File: config.mk
export PLATFORM = sky130hd
export DESIGN_NAME = uart_rx_stream
export DESIGN_NICKNAME = d
export VERILOG_FILES = /design/src/rtl/uart_rx_stream_pkg.sv /design/src/rtl/uart_rx_stream_fifo.sv /design/src/rtl/uart_rx_stream.sv
export SDC_FILE = /design/constraint.sdc
export NUM_CORES = 1
export LEC_CHECK = 0
export CORE_AREA = 4 4 86 88
export CTS_CLUSTER_DIAMETER = 120
export DETAILED_ROUTE_END_ITERATION = 10
export DIE_AREA = 0 0 90 92
export GPL_ROUTABILITY_DRIVEN = 0
export GPL_TIMING_DRIVEN = 0
export MAX_ROUTING_LAYER = met4
export PLACE_DENSITY = 0.73
export SLEW_MARGIN = 20
export SYNTH_ARGS = -nofsm -noshare
export SYNTH_HDL_FRONTEND = slang
export SYNTH_SLANG_ARGS = --single-unit
export TNS_END_PERCENT = 20
File: constraint.sdc
create_clock -name clk -period 2.5 [get_ports clk]
set_input_delay 0.5 -clock clk [delete_from_list [all_inputs] [get_ports clk]]
set_output_delay 0.5 -clock clk [all_outputs]
set_load 0.005 [all_outputs]
File: src/rtl/uart_rx_stream_pkg.sv
// Shared definitions for the stream UART receiver: parity modes, receiver FSM states
// and the parity check used on the parity-bit sample.
package uart_rx_stream_pkg;

  localparam int UART_PAR_NONE = 0;
  localparam int UART_PAR_EVEN = 1;
  localparam int UART_PAR_ODD  = 2;

  typedef enum logic [2:0] {
    ST_IDLE,
    ST_START,
    ST_DATA,
    ST_PARITY,
    ST_STOP,
    ST_PUSH,
    ST_WAIT_HI
  } rx_state_t;

  // Data is zero-extended to 9 bits, which leaves its XOR reduction unchanged.
  function automatic logic parity_error(input logic [8:0] data, input logic sample, input int mode);
    return (^data ^ sample) != (mode == UART_PAR_ODD);
  endfunction

endpackage

File: src/rtl/uart_rx_stream_fifo.sv
// Synchronous character FIFO. A push while full is stored only when the head pops
// in the same cycle; otherwise it is dropped and flagged on overrun.
module uart_rx_stream_fifo #(
  parameter int p_width = 10,
  parameter int p_depth = 4
) (
  input  logic               clk,
  input  logic               rst,
  input  logic               push,
  input  logic [p_width-1:0] wdata,
  input  logic               ready,
  output logic [p_width-1:0] rdata,
  output logic               dv,
  output logic               overrun
);

  localparam int AW = $clog2(p_depth);

  logic [AW:0]        wr_ptr;
  logic [AW:0]        rd_ptr;
  logic [p_width-1:0] mem [p_depth];
  logic               empty;
  logic               full;
  logic               pop;
  logic               do_push;

  assign empty   = (wr_ptr == rd_ptr);
  assign full    = (wr_ptr[AW] != rd_ptr[AW]) && (wr_ptr[AW-1:0] == rd_ptr[AW-1:0]);
  assign pop     = !empty && ready;
  assign do_push = push && (!full || pop);
  assign overrun = push && full && !pop;
  assign dv      = !empty;
  assign rdata   = empty ? '0 : mem[rd_ptr[AW-1:0]];

  always_ff @(posedge clk) begin
    if (rst) begin
      wr_ptr <= '0;
      rd_ptr <= '0;
    end else begin
      if (do_push) wr_ptr <= wr_ptr + (AW+1)'(1);
      if (pop)     rd_ptr <= rd_ptr + (AW+1)'(1);
    end
  end

  // Storage is not reset: a slot only becomes visible once the write pointer passes it.
  always_ff @(posedge clk) begin
    if (do_push) mem[wr_ptr[AW-1:0]] <= wdata;
  end

endmodule

File: src/rtl/uart_rx_stream.sv
// Oversampling UART receiver: mid-bit samples of a synchronised line are assembled into
// characters and queued, with parity/frame flags, for a valid/ready consumer.
module uart_rx_stream
  import uart_rx_stream_pkg::*;
#(
  parameter int p_preescaler = 8,
  parameter int p_oversample = 16,
  parameter int p_data_bits  = 8,
  parameter int p_parity     = 0,
  parameter int p_stop_bits  = 1,
  parameter int p_fifo_depth = 4
) (
  input  logic                   clk,
  input  logic                   rst,
  input  logic                   i_rx,
  output logic [p_data_bits-1:0] orp_data,
  output logic                   or_parity_err,
  output logic                   or_frame_err,
  output logic                   or_dv,
  input  logic                   i_ready,
  output logic                   or_overrun
);

  localparam int PW = (p_preescaler > 1) ? $clog2(p_preescaler) : 1;
  localparam int OW = $clog2(p_oversample);
  localparam int BW = $clog2(p_data_bits + 1);
  localparam int FW = p_data_bits + 2;

  logic [PW-1:0]          presc_cnt;
  logic                   tick;
  logic                   rx_meta;
  logic                   rx_s;
  rx_state_t              state;
  logic [OW-1:0]          os_cnt;
  logic                   os_wrap;
  logic [BW-1:0]          bit_cnt;
  logic [p_data_bits-1:0] data;
  logic                   perr;
  logic                   ferr;
  logic                   push;
  logic [FW-1:0]          fifo_rdata;

  assign tick    = (presc_cnt == PW'(p_preescaler - 1));
  assign os_wrap = (os_cnt == OW'(p_oversample - 1));
  assign push    = (state == ST_PUSH);

  // Synchroniser idles high so reset never looks like a start bit.
  always_ff @(posedge clk) begin
    if (rst) begin
      presc_cnt <= '0;
      rx_meta   <= 1'b1;
      rx_s      <= 1'b1;
    end else begin
      presc_cnt <= tick ? '0 : presc_cnt + PW'(1);
      rx_meta   <= i_rx;
      rx_s      <= rx_meta;
    end
  end

  always_ff @(posedge clk) begin
    if (rst) begin
      state   <= ST_IDLE;
      os_cnt  <= '0;
      bit_cnt <= '0;
      data    <= '0;
      perr    <= 1'b0;
      ferr    <= 1'b0;
    end else begin
      case (state)
        ST_IDLE: begin
          if (tick && !rx_s) begin
            state  <= ST_START;
            os_cnt <= '0;
          end
        end
        // Start bit must still be low half a bit later, else it was a glitch.
        ST_START: begin
          if (tick) begin
            if (os_cnt == OW'(p_oversample / 2 - 1)) begin
              if (!rx_s) begin
                state   <= ST_DATA;
                os_cnt  <= '0;
                bit_cnt <= '0;
                perr    <= 1'b0;
                ferr    <= 1'b0;
              end else begin
                state <= ST_IDLE;
              end
            end else begin
              os_cnt <= os_cnt + OW'(1);
            end
          end
        end
        ST_DATA: begin
          if (tick) begin
            if (os_wrap) begin
              os_cnt <= '0;
              data   <= {rx_s, data[p_data_bits-1:1]};
              if (bit_cnt == BW'(p_data_bits - 1)) begin
                bit_cnt <= '0;
                state   <= (p_parity != UART_PAR_NONE) ? ST_PARITY : ST_STOP;
              end else begin
                bit_cnt <= bit_cnt + BW'(1);
              end
            end else begin
              os_cnt <= os_cnt + OW'(1);
            end
          end
        end
        ST_PARITY: begin
          if (tick) begin
            if (os_wrap) begin
              os_cnt  <= '0;
              bit_cnt <= '0;
              perr    <= parity_error(9'(data), rx_s, p_parity);
              state   <= ST_STOP;
            end else begin
              os_cnt <= os_cnt + OW'(1);
            end
          end
        end
        ST_STOP: begin
          if (tick) begin
            if (os_wrap) begin
              os_cnt <= '0;
              if (!rx_s) ferr <= 1'b1;
              if (bit_cnt == BW'(p_stop_bits - 1)) begin
                state <= ST_PUSH;
              end else begin
                bit_cnt <= bit_cnt + BW'(1);
              end
            end else begin
              os_cnt <= os_cnt + OW'(1);
            end
          end
        end
        // A bad stop bit may be a break; wait for the line to return high first.
        ST_PUSH:    state <= ferr ? ST_WAIT_HI : ST_IDLE;
        ST_WAIT_HI: if (tick && rx_s) state <= ST_IDLE;
        default:    state <= ST_IDLE;
      endcase
    end
  end

  uart_rx_stream_fifo #(
    .p_width (FW),
    .p_depth (p_fifo_depth)
  ) u_fifo (
    .clk     (clk),
    .rst     (rst),
    .push    (push),
    .wdata   ({perr, ferr, data}),
    .ready   (i_ready),
    .rdata   (fifo_rdata),
    .dv      (or_dv),
    .overrun (or_overrun)
  );

  assign {or_parity_err, or_frame_err, orp_data} = fifo_rdata;

endmodule

Word level (Yosys, flattened, before mapping)

Memories as Yosys holds them, arrays and structs flattened. A register that Yosys moved wholly into a read port is not among the register bits.
Cells that the tools add are included.

Register bits: 32
Bits in latches: 0
Bits in writable memories: 40
ROM bits: 0
Word-level logic and storage cells: 123
Memories kept: 1

Add/subtract/negate cells: 5
$mul: 0
Divide/modulo/power cells: 0
Magnitude comparators: 0
Equal/unequal tests: 30
Shifts and indexed selects: 0
Multiplexer cells: 48
Bitwise operators: 1
Reduce and logical (&&, ||, !) cells: 27

Memory list:

| name       | words | bits a word | rd ports | clocked after Yosys merged registers in | wr ports | RTL line                  | text |
|---|---|---|---|---|---|---|---|
| u_fifo.mem | 4     | 10          | 1        | 1                                       | 1        | uart_rx_stream_fifo.sv:21 | `logic [p_width-1:0] mem [p_depth];` |

Operators with widths:

| kind                                                                   | number |
|---|---|
| 4-bit two-way mux                                                      | 16 |
| 3-bit two-way mux                                                      | 13 |
| 2-bit != test (second input constant)                                  | 15 |
| 3-bit case mux with 7 select lines                                     | 1 |
| 4-bit case mux with 4 select lines                                     | 1 |
| 3-bit equality test (second input constant)                            | 4 |
| 4-bit case mux with 3 select lines                                     | 1 |
| 12-bit AND reduction                                                   | 1 |
| 11-bit AND reduction                                                   | 1 |
| 1-bit two-way mux                                                      | 10 |
| 10-bit two-way mux                                                     | 1 |
| 3-bit by 1-bit adder with 3-bit output (second input constant)         | 3 |
| 9-bit XOR reduction                                                    | 1 |
| 4-bit by 1-bit adder with 4-bit output (second input constant)         | 2 |
| 4-bit by 3-bit equality test with 1-bit output (second input constant) | 2 |
| 1-bit logical AND                                                      | 7 |
| 7-bit AND reduction                                                    | 1 |
| 3-bit by 2-bit equality test with 1-bit output (second input constant) | 2 |
| 2-bit two-way mux                                                      | 3 |
| 6-bit AND reduction                                                    | 1 |
| 5-bit AND reduction                                                    | 1 |
| 4-bit equality test (second input constant)                            | 1 |
| 1-bit zero test                                                        | 4 |
| 4-bit zero test                                                        | 1 |
| 16 further kinds                                                       | 18 |

Logic depth before layout (Yosys ltp)

Depth in word-level cells: 7
Depth in mapped cells: 7
Mapped depth without buffers: 7

Cells and area by module

Synthesis repeated with hierarchy kept, for this count alone.

Cell total of the unflattened synthesis: 292
Area, all modules: 3540.9 um^2

Modules (own cells, without submodules):

| module              | instances | cells an instance | area an instance (um^2) | seq. area each (um^2) |
|---|---|---|---|---|
| uart_rx_stream_fifo | 1         | 119               | 2019.4                  | 1361.3 |
| uart_rx_stream      | 1         | 173               | 1521.5                  | 520.5 |

Least setup slack after synthesis

OpenSTA, ideal clock, no wires.

Kind: reg2out
Start point: register (tool-made name)
End point: output or_frame_err
Arrival time: 1531 ps
Path slack: 469 ps
Cell stages (with the launch flop): 4
Buffers on the path: 1
Cell sequence: dfxtp_1 -> clkbuf_1 -> mux4_2 -> and2_1

RTL lines:

| element       | RTL line             | text |
|---|---|---|
| end, declared | uart_rx_stream.sv:18 | `output logic or_frame_err,` |

==> results.tsv <==
stage	metric	value	unit
timing	fin_skew	7.36	ps
synth	netlist_top_cells_count	edfxtp_1, dfxtp_1, nor2_1, and2_1, xnor2_1	
worst_setup_path	max_stage_delay	490	ps
die	core	6640	um2
synth	synth_area_leader_cell	edfxtp_1	
synth	syn_inst	274	
clock_network	worstSkewPairLatency	340	ps
timing	rsz0062_at_grt	true	
place	dpl-instance-area	3620	um2
place	dpl.cell_count	368	
detailed_routing	detail-route-antenna-nets	0	
detailed_routing	wl_met3	252	um
synth	postSynthAreaPerCell	12.3	um2
min_path	hold_class	reg2reg	
clock_network	numCtsBuffers	9	
detailed_routing	dr.pass1.iters	4	
final_layout	nFillCells	526	
final_layout	nets	314	
worst_setup_path	required	2000	ps
run	max-cap-violations	0	
global_route	grt_pass1_wl	10.2	mm
synth	synthFlopType	edfxtp_1	
timing	finalCritPeriodShare	97.3	%
clock_network	cts_root_buf	clkbuf_8	
timing	slew_violations	0	
clock_network	clock-sinks	74	
detailed_routing	dr.max_layer_used	met4	
worst_setup_path	setup.worst_path.end_class	output pin	
final_layout	design_area	3870	um2
final_layout	n_antenna_cell	0	
clock_network	cts_buffer_depth	2	
global_route	grt_start_max_net_pins	13	
detailed_routing	wl_met1	2.76	mm
final_layout	seqCellArea	1890	um2
clock_network	htree_levels	3	
clock_network	cts_tree	done	
status	status	finished clean	
final_layout	fin_cells	384	
place	hpwl	4.11	mm
synth	synth_cell_types	52	
detailed_routing	viasPerCell	5.57	
global_route	track_usage	16.1	%
worst_setup_path	critPathLaunchType	flip-flop	
timing	hold_viol_final	0	
worst_setup_path	cp_slowest_cell	mux4_2	
die	start_util	50.9	%
die	rows	30	
worst_setup_path	path_delay_family	buffers and inverters	
timing	whs	416	ps
place	io_buffer_count	14	
worst_setup_path	path_class	reg2out	
synth	synth_area	3380	um2
power	power_density	582	nW/um2
power	peakVddDrop	0.287	mV
worst_setup_path	crit_chain	buf_12 -> mux4_2 -> and2_1 -> clkdlybuf4s50_1	
detailed_routing	dr_wl_met2	2.95	mm
worst_setup_path	cp.buffers_inverters	2	
detailed_routing	first_iter_violations	117	
global_route	antenna_found_initial	0	
detailed_routing	routed_wl	6.08	mm
synth	synth_most_common_cell	edfxtp_1	
synth	synth_fp_nets	289	
synth	synth.ff_latch_count	74	
worst_setup_path	worstPathArrival	1930	ps
clock_network	ctsHoldBuffers	0	
die	fp.dieW	90	um
final_layout	area_delta_synth_final	14.5	%
timing	max_freq	411	MHz
timing	worstMarginPinSlew	787	ps
die	die_h	92	um
global_route	overflow	0	
die	io_pins	16	
clock_network	clk_pin_slew	70	ps
final_layout	multi_input_area	1430	um2
timing	finalSetupViolations	0	
global_route	grt_pass1_vias	2140	
synth	yosysWarnings	0	
synth	synth-edff-count	40	
die	dieArea	8280	um2
detailed_routing	wl_per_cell	15.8	um
timing	max-slew-margin-rel	47.2	%
synth	async_flop_share	0	%
detailed_routing	route.detailed.drc	0	
timing	final.min_clock_period	2430	ps
worst_setup_path	critPathMaxFanout	5	
power	power.leakage	1.32	nW
synth	yosysSeqAreaShare	55.7	%
final_layout	drive_above_1_share	14.8	%
detailed_routing	via_count	2140	
synth	synth_area_leaders	edfxtp_1, dfxtp_1, mux4_2, ha_1, xnor2_1	
synth	synth_top_area_share	35.5	%
==> flip-flops by register name, summed over array words and instances, names as in the netlist, named ones only <==
signal / cells
state: 3
rx_s: 1
u_fifo.mem: 40
presc_cnt: 3
bit_cnt: 4
os_cnt: 4
perr: 1
u_fifo.rd_ptr: 3
u_fifo.wr_ptr: 3
rx_meta: 1
data: 8
ferr: 1
==> layer usage <==
layer,global-route usage [%],vias up
met5,-,-
met4,6.89,0
met3,4.35,12
met2,26.1,37
met1,19.1,1037
li1,-,1054
==> power breakdown <==
part | total (mW) | internal (mW) | leakage (nW) | switching [mW]
sequential | 1.29 | 1.28 | 0.649 | 0.0102
clock | 0.872 | 0.453 | 0.0874 | 0.419
combinational | 0.0910 | 0.0369 | 0.584 | 0.0541
total | 2.25 | 1.77 | 1.32 | 0.484
==> stage by stage <==
step | utilization (%) | total power, mW | worst slack, ps | TNS [ps]
after floorplan | - | 1.38 | 469 | 0
after global placement | 54.5 | 1.40 | -159 | -1480
after detailed placement | 54.5 | 1.41 | -182 | -1550
after CTS | 57.5 | 2.28 | 6.72 | 0
after global routing | 58.3 | 2.35 | -10.7 | -27.2
final | 58.3 | 2.25 | 67.5 | 0
==> cell families (layout without fill, tap and decap cells) <==
group	Yosys count	count (layout)	synth area share [%]
AOI/OAI and AO/OA	37	37	8.44
xor gates and xnor gates	18	18	4.66
buffers and inverters	23	53	2.66
DFF	74	74	55.7
and+or+nand+nor	89	89	14.3
adders and majority gates	11	11	4.07
muxes	22	22	10.2
==> area by class of cell <==
| type | count | share of cell area, % |
|---|---|---|
| multi-input cells | 177 | 36.9 |
| clock buffers | 10 | 3.30 |
| well taps | 80 | 2.59 |
| plain buffers | 11 | 1.36 |
| inverters | 10 | 0.970 |
| repair buffers | 16 | 4.52 |
| clock inverters | 6 | 1.49 |
| flip-flops and latches | 74 | 48.9 |
==> worst paths after layout <==
| kind | from | endpoint | slack [ps] | cells past startpoint |
|---|---|---|---|---|
| max | flip-flop | orp_data[5] | 70 | 4 |
| min reg2reg | rx_meta$_SDFF_PP1_ | rx_s$_SDFF_PP1_ | 420 | 1 |
| min | rx_meta$_SDFF_PP1_ | rx_s$_SDFF_PP1_ | 420 | 1 |
| max reg2reg | presc_cnt[0]$_SDFF_PP0_ | data[6]$_SDFFE_PP0P_ | 250 | 7 |
==> timing repair <==
action                                  in CTS  in global routing
endpoints found under the setup margin      12                 11
buffers inserted                             0                  2
resized for setup                            8                  9
==> placed cells by master (no fill, tap or decap), types with 2 or more instances in the layout <==
master           netlist  layout
nand4_1                3       3
clkdlybuf4s50_1        0      14
a21oi_1               11      11
clkinvlp_4             0       2
o21ai_1                2       2
and2_1                15      15
nand3_1                9       8
xnor2_2                0       2
ha_1                  11      11
edfxtp_1              40      40
a31oi_1                2       2
nor4b_1                2       2
nand3b_1               3       3
and3_1                 2       2
or2_2                  3       3
nand2_1                7       7
nand2b_1               4       4
nor3b_1                4       4
clkbuf_4               0       2
inv_1                  9       9
mux4_2                10      10
clkinv_1               1       3
nor3_1                 5       5
clkbuf_1               9       7
nor2_1                24      24
clkbuf_8               0       9
o41ai_1                3       3
buf_2                  3       3
mux2i_1               12      12
xor2_1                 4       4
a21boi_0               2       2
dfxtp_2                0       5
dfxtp_1               34      28
xnor2_1               14      12
o31ai_1                3       3
Power figures use the tool's default switching activity.
==> RTL edit 1, RTL diff (config.mk and constraints unchanged) <==
Set the parameter `p_parity` to 1 (it was 0).
--- a/src/rtl/uart_rx_stream.sv
+++ b/src/rtl/uart_rx_stream.sv
@@ -6,7 +6,7 @@
   parameter int p_preescaler = 8,
   parameter int p_oversample = 16,
   parameter int p_data_bits  = 8,
-  parameter int p_parity     = 0,
+  parameter int p_parity     = 1,
   parameter int p_stop_bits  = 1,
   parameter int p_fifo_depth = 4
 ) (
Formal check against the unedited RTL: same outputs for any inputs over 10 cycles, from zero or initial values and one cycle with rst high; that may be too few to reach the edited logic, so the function may still have changed.
==> RTL edit 1 against the original RTL <==
- synthesized cell count is 5.8% higher
- cell count rose by 4.2%
- highest routed layer unchanged
- core utilization increased by 3.3 points
- first-iteration DRC count grew 7.7%
- design area grew 5.6%
- critical endpoint is now or_overrun
- wire length grew 5.9%
- synthesized area grew 3.0%
- global-route usage rose by 1.1 points
- sequential cell count unchanged
- setup slack improved by 74 ps
Power is not compared: it rests on default switching activity, and its combinational part moved more than twofold at a synthesized area within 25%.
==> RTL edit 1: results (changes against the original RTL) <==
| Metric | Value |
|---|---|
| Postcts setup bufs | 0 (unchanged) |
| Xor/xnor share of the synthesized area | 0.05138 (+0.004751) |
| Global-route wire length before repair | 10.77 mm (+5.5%) |
| Non-clock buffer share | 0.06885 (+0.01003) |
| Ant diodes | 0 (unchanged) |
| Inst Count DP | 384 (+4.3%) |
| RR Endpoint | os_cnt[2] |
| Invs w/o clock | 9 (-1) |
| Fraction of area in multi-input gates | 0.3715 (+0.002380) |
| Multi-input gates | 192 (+8.5%) |
| Nets@finish | 330 (+5.1%) |
| Pin count of the biggest net entering global routing | 15 (+2) |
| Hold path depth | 1 (unchanged) |
| Share of layout cells above drive strength 1 | 0.1656 (+0.01760) |
| DR WL met2 | 3.150 mm (+7.0%) |
| Layout fillers | 520 (-1.1%) |
| Initial drt markers | 126 (+7.7%) |
| Post-Route Skew | 14.91 ps (+7.550 ps) |
| Max FO, Critical Path | 4 (-1) |
| Post-synth top cells | 40 x edfxtp_1, 34 x dfxtp_1, 27 x nor2_1 |
| Met1 Routed Length | 2.948 mm (+6.9%) |
| Wirelength per Cell | 16.11 um (+1.7%) |
| DR vias | 2,228 (+4.1%) |
| Dpl ws | 133.8 ps (+316.1 ps) |
| Post-CTS resize count | 9 (+1) |
| CP max stage delay | 550 ps (+60 ps) |
| Synth top area cells | edfxtp_1 34%, dfxtp_1 20%, mux4_2 6.5% |
| R2r setup slk | 470 ps (+220 ps) |
| Outcome | finished, final reports clean |
| Relative slew slack | 0.5283 (+0.05590) |
| Ys async rst share | 0 (unchanged) |
| Placed cell area | 3722 um2 (+2.8%) |
| Compound-cell area share of the yosys netlist | 0.07690 (-0.007487) |
| Number of distinct library cells after synthesis | 51 (-1.9%) |
| Post-Syn Instances | 290 (+5.8%) |
| DP Wirelength | 4.232 mm (+3.0%) |
| Met3 usage | 0.03938 (-0.004102) |
| Met2 Track Usage GR | 0.2769 (+0.01618) |
| Clk tree area frac | 0.06487 (+0.01704) |
| Global routing usage on met1 | 0.2092 (+0.01852) |
| WHS | 409.8 ps (-6.509 ps) |
| Crit-path slowest cell | clkdlybuf4s50_1 |
| Net Count, Synth | 305 (+5.5%) |
| Mux contribution to synthesized area | 0.09055 (-0.01160) |
| Adder-cell share of the synthesized area | 0.03953 (-0.001185) |
| Data arrival time of the critical path | 1860 ps (-70 ps) |
| Met3 wire length | 217 um (-14%) |
[RTL edit 1: cell types whose count changed in the layout (fill, tap and decap cells not counted), moves of 3 or more]
| cell | delta |
|---|---|
| xnor2_1 | -3 |
| dlymetal6s2s_1 | +10 |
| nand3_1 | +6 |
| o41ai_1 | -3 |
| clkdlybuf4s50_1 | -10 |
| nand2_1 | +4 |
| nor2_1 | +3 |
| clkinv_1 | -3 |
| buf_4 | +3 |
| o21ai_0 | +5 |
| a21oi_1 | +4 |
| bufinv_16 | +3 |
| mux2i_1 | -3 |
[RTL edit 1: worst max-delay path by stage]
stage,endpoint,slack (ps),from
floorplan,or_frame_err,760,flip-flop
global placement,u_fifo.mem[3][2],170,i_ready
detailed placement,u_fifo.wr_ptr[2],130,i_ready
CTS,or_frame_err,9,flip-flop
global route,or_overrun,70,u_fifo.wr_ptr[1]
finish,or_overrun,140,u_fifo.wr_ptr[1]
==> RTL edit 2, RTL diff (config.mk and constraints unchanged) <==
Made on the original files. Re-encode `rx_state_t` (7 states) as one-hot, 7 bits wide.
--- a/src/rtl/uart_rx_stream_pkg.sv
+++ b/src/rtl/uart_rx_stream_pkg.sv
@@ -6,14 +6,14 @@
   localparam int UART_PAR_EVEN = 1;
   localparam int UART_PAR_ODD  = 2;
 
-  typedef enum logic [2:0] {
-    ST_IDLE,
-    ST_START,
-    ST_DATA,
-    ST_PARITY,
-    ST_STOP,
-    ST_PUSH,
-    ST_WAIT_HI
+  typedef enum logic [6:0] {
+    ST_IDLE    = 7'b0000001,
+    ST_START   = 7'b0000010,
+    ST_DATA    = 7'b0000100,
+    ST_PARITY  = 7'b0001000,
+    ST_STOP    = 7'b0010000,
+    ST_PUSH    = 7'b0100000,
+    ST_WAIT_HI = 7'b1000000
   } rx_state_t;
 
   // Data is zero-extended to 9 bits, which leaves its XOR reduction unchanged.
Function: no difference found for any inputs over 10 cycles, from zero or initial values and one cycle with rst high; not proved beyond that.
==> RTL edit 2 against the original RTL <==
- clock power increased by 28%
- cell count decreased by 1.3%
- wire length increased by 2.1%
- count of clock-buffer cells in the layout unchanged
- synthesized area decreased by 2.7%
- sequential cell count decreased by 2
- design area decreased by 1.5%
- synthesized cell count decreased by 1.8%
- setup slack improved by 26 ps
- combinational power decreased by 4.8%
- power increased by 8.8%
- first-iteration DRC count decreased by 0.85%
- largest cell class unchanged
==> RTL edit 2: results (changes against the original RTL) <==
| Metric | Value |
|---|---|
| Outcome | finished, final reports clean |
| Drt first pass iters | 4 (unchanged) |
| Layout fillers | 546 (+3.8%) |
| Invs w/o clock | 9 (-1) |
| Final-layout clock buffer total | 10 (unchanged) |
| Postcts setup bufs | 3 (+3) |
| Clock Path Buffers | 2 (unchanged) |
| Seq/Total Area, Yosys | 0.5475 (-0.009096) |
| # H-tree levels | 3 (unchanged) |
| Multi-input gates | 176 (-0.56%) |
| Hold Path Class | flip-flop to flip-flop |
| R2r setup slk | 160 ps (-90 ps) |
| Root buf cell | clkbuf_8 |
| Wirelength per Cell | 16.39 um (+3.5%) |
| Reg2Reg Depth | 6 (-1) |
| Number of distinct library cells after synthesis | 68 (+31%) |
| Post-Route Skew | 12.11 ps (+4.751 ps) |
| Seq area share | 0.4736 (-0.01509) |
| Switching share of total power | 0.2078 (-0.007008) |
| Net Count, Synth | 283 (-2.1%) |
| I/O Buffers | 13 (-1) |
| CP Capture Point | orp_data[5] |
| Pin count of the biggest net entering global routing | 14 (+1) |
| Non-clock buffer share | 0.05871 (-0.0001157) |
| Nets@finish | 308 (-1.9%) |
| Slew @ Worst Pin | 674.2 ps (-112.4 ps) |
| RR Endpoint | u_fifo.mem[0][5] |
| Share of layout cells above drive strength 1 | 0.1706 (+0.02254) |
| Hold path depth | 1 (unchanged) |
| Ant diodes | 0 (unchanged) |
| Hold Path Origin | rx_meta |
| DP Wirelength | 4.102 mm (-0.18%) |
| Leakage | 1.462 nW (+11%) |
| Via-to-Cell Ratio | 5.736 (+2.9%) |
| Global-route wire length before repair | 10.41 mm (+2.0%) |
| Non-CTS buffers | 26 (-3.7%) |
| Initial drt markers | 116 (-0.85%) |
| Total CTS buffers | 9 (unchanged) |
| Critical R2R Launch | state[2] |
| Post-synth top cells | 36 x dfxtp_1, 36 x edfxtp_1, 23 x nor2_1, 12 x a21oi_1, 12 x nand2_1 |
| Ys async rst share | 0 (unchanged) |
| Max reg flops | 36 (-10%) |
| Clk tree area frac | 0.06363 (+0.01579) |
| Setup crit start kind | flip-flop |
| FF+latch count, synth | 72 (-2.7%) |
| Vias in the first global route | 2,069 (-3.3%) |
| Synth warn | 0 (unchanged) |
| Initial antenna violation count | 0 (unchanged) |
| Reg clk slew, reported paths | 70 ps (about the same) |
| Fraction of area in multi-input gates | 0.3690 (about the same) |
| EDFF count, synth | 36 (-10%) |
| Post-CTS resize count | 5 (-3) |
| Max FO, Critical Path | 9 (+4) |
| Worst Hold Path EP | rx_s |
| GRT Overall Usage | 0.1662 (+0.005139) |
| Maximum vdd drop | 290.4 uV (+1.2%) |
| Synth top area cells | edfxtp_1 33%, dfxtp_1 22%, mux4_2 6.2% |
==> RTL edit 2: changes by cell type after synthesis, sizes merged, moves of 4 or more <==
cell | unedited run | this run
nand3 | 9 | 5
nand2 | 7 | 12
xnor2 | 14 | 3
edfxtp | 40 | 36
==> RTL edit 2: kinds of logic (layout without fill, tap and decap cells) <==
logic type,count (synthesis),in the layout,synth area share
buf+inv,21,51,0.02927
fa+ha+maj,10,10,0.03802
compound gates,44,44,0.1027
mux,18,18,0.08897
xor+xnor,8,8,0.02129
flops,72,72,0.5475
other cells,1,1,0.001140
simple gates,95,95,0.1711
==> RTL edit 2: per-layer routing <==
metal  global-route usage  wire length, um  vias to the layer above
li1                     -                -                     1061
met4              0.06505              100                        0
met5                    -                0                        -
met1               0.1981             2697                     1052
met2               0.2694             3123                       50
met3              0.04594              290                       11
==> RTL edit 2: power by group through the flow <==
stage	sequential, mW	combinational, mW	clock [mW]
2_1_floorplan	1.27	0.0625	0
3_3_place_gp	1.27	0.0800	0
3_5_place_dp	1.27	0.0822	0
4_1_cts	1.24	0.0850	1.13
5_1_grt	1.25	0.0957	1.20
6_report	1.25	0.0866	1.12
==> RTL edit 2: stage by stage <==
stage                     worst slack (ps)  cell area (um2)    util  cells  hold slack, ps
after global routing                0.3566             3815  0.5742    379           431.4
after global placement              -122.9             3521  0.5299    362           393.6
final                                93.64             3815  0.5742    379           412.7
after floorplan                      445.5             3291       -    269           389.5
after CTS                            9.712             3787  0.5701    378           417.2
after detailed placement            -159.0             3521  0.5299    362           399.1
==> RTL edit 2: worst max-delay path: stages (launching register included) <==
cell	delay, ps
dfxtp_4	470
mux4_2	510
and2_1	160
clkdlybuf4s50_1	430
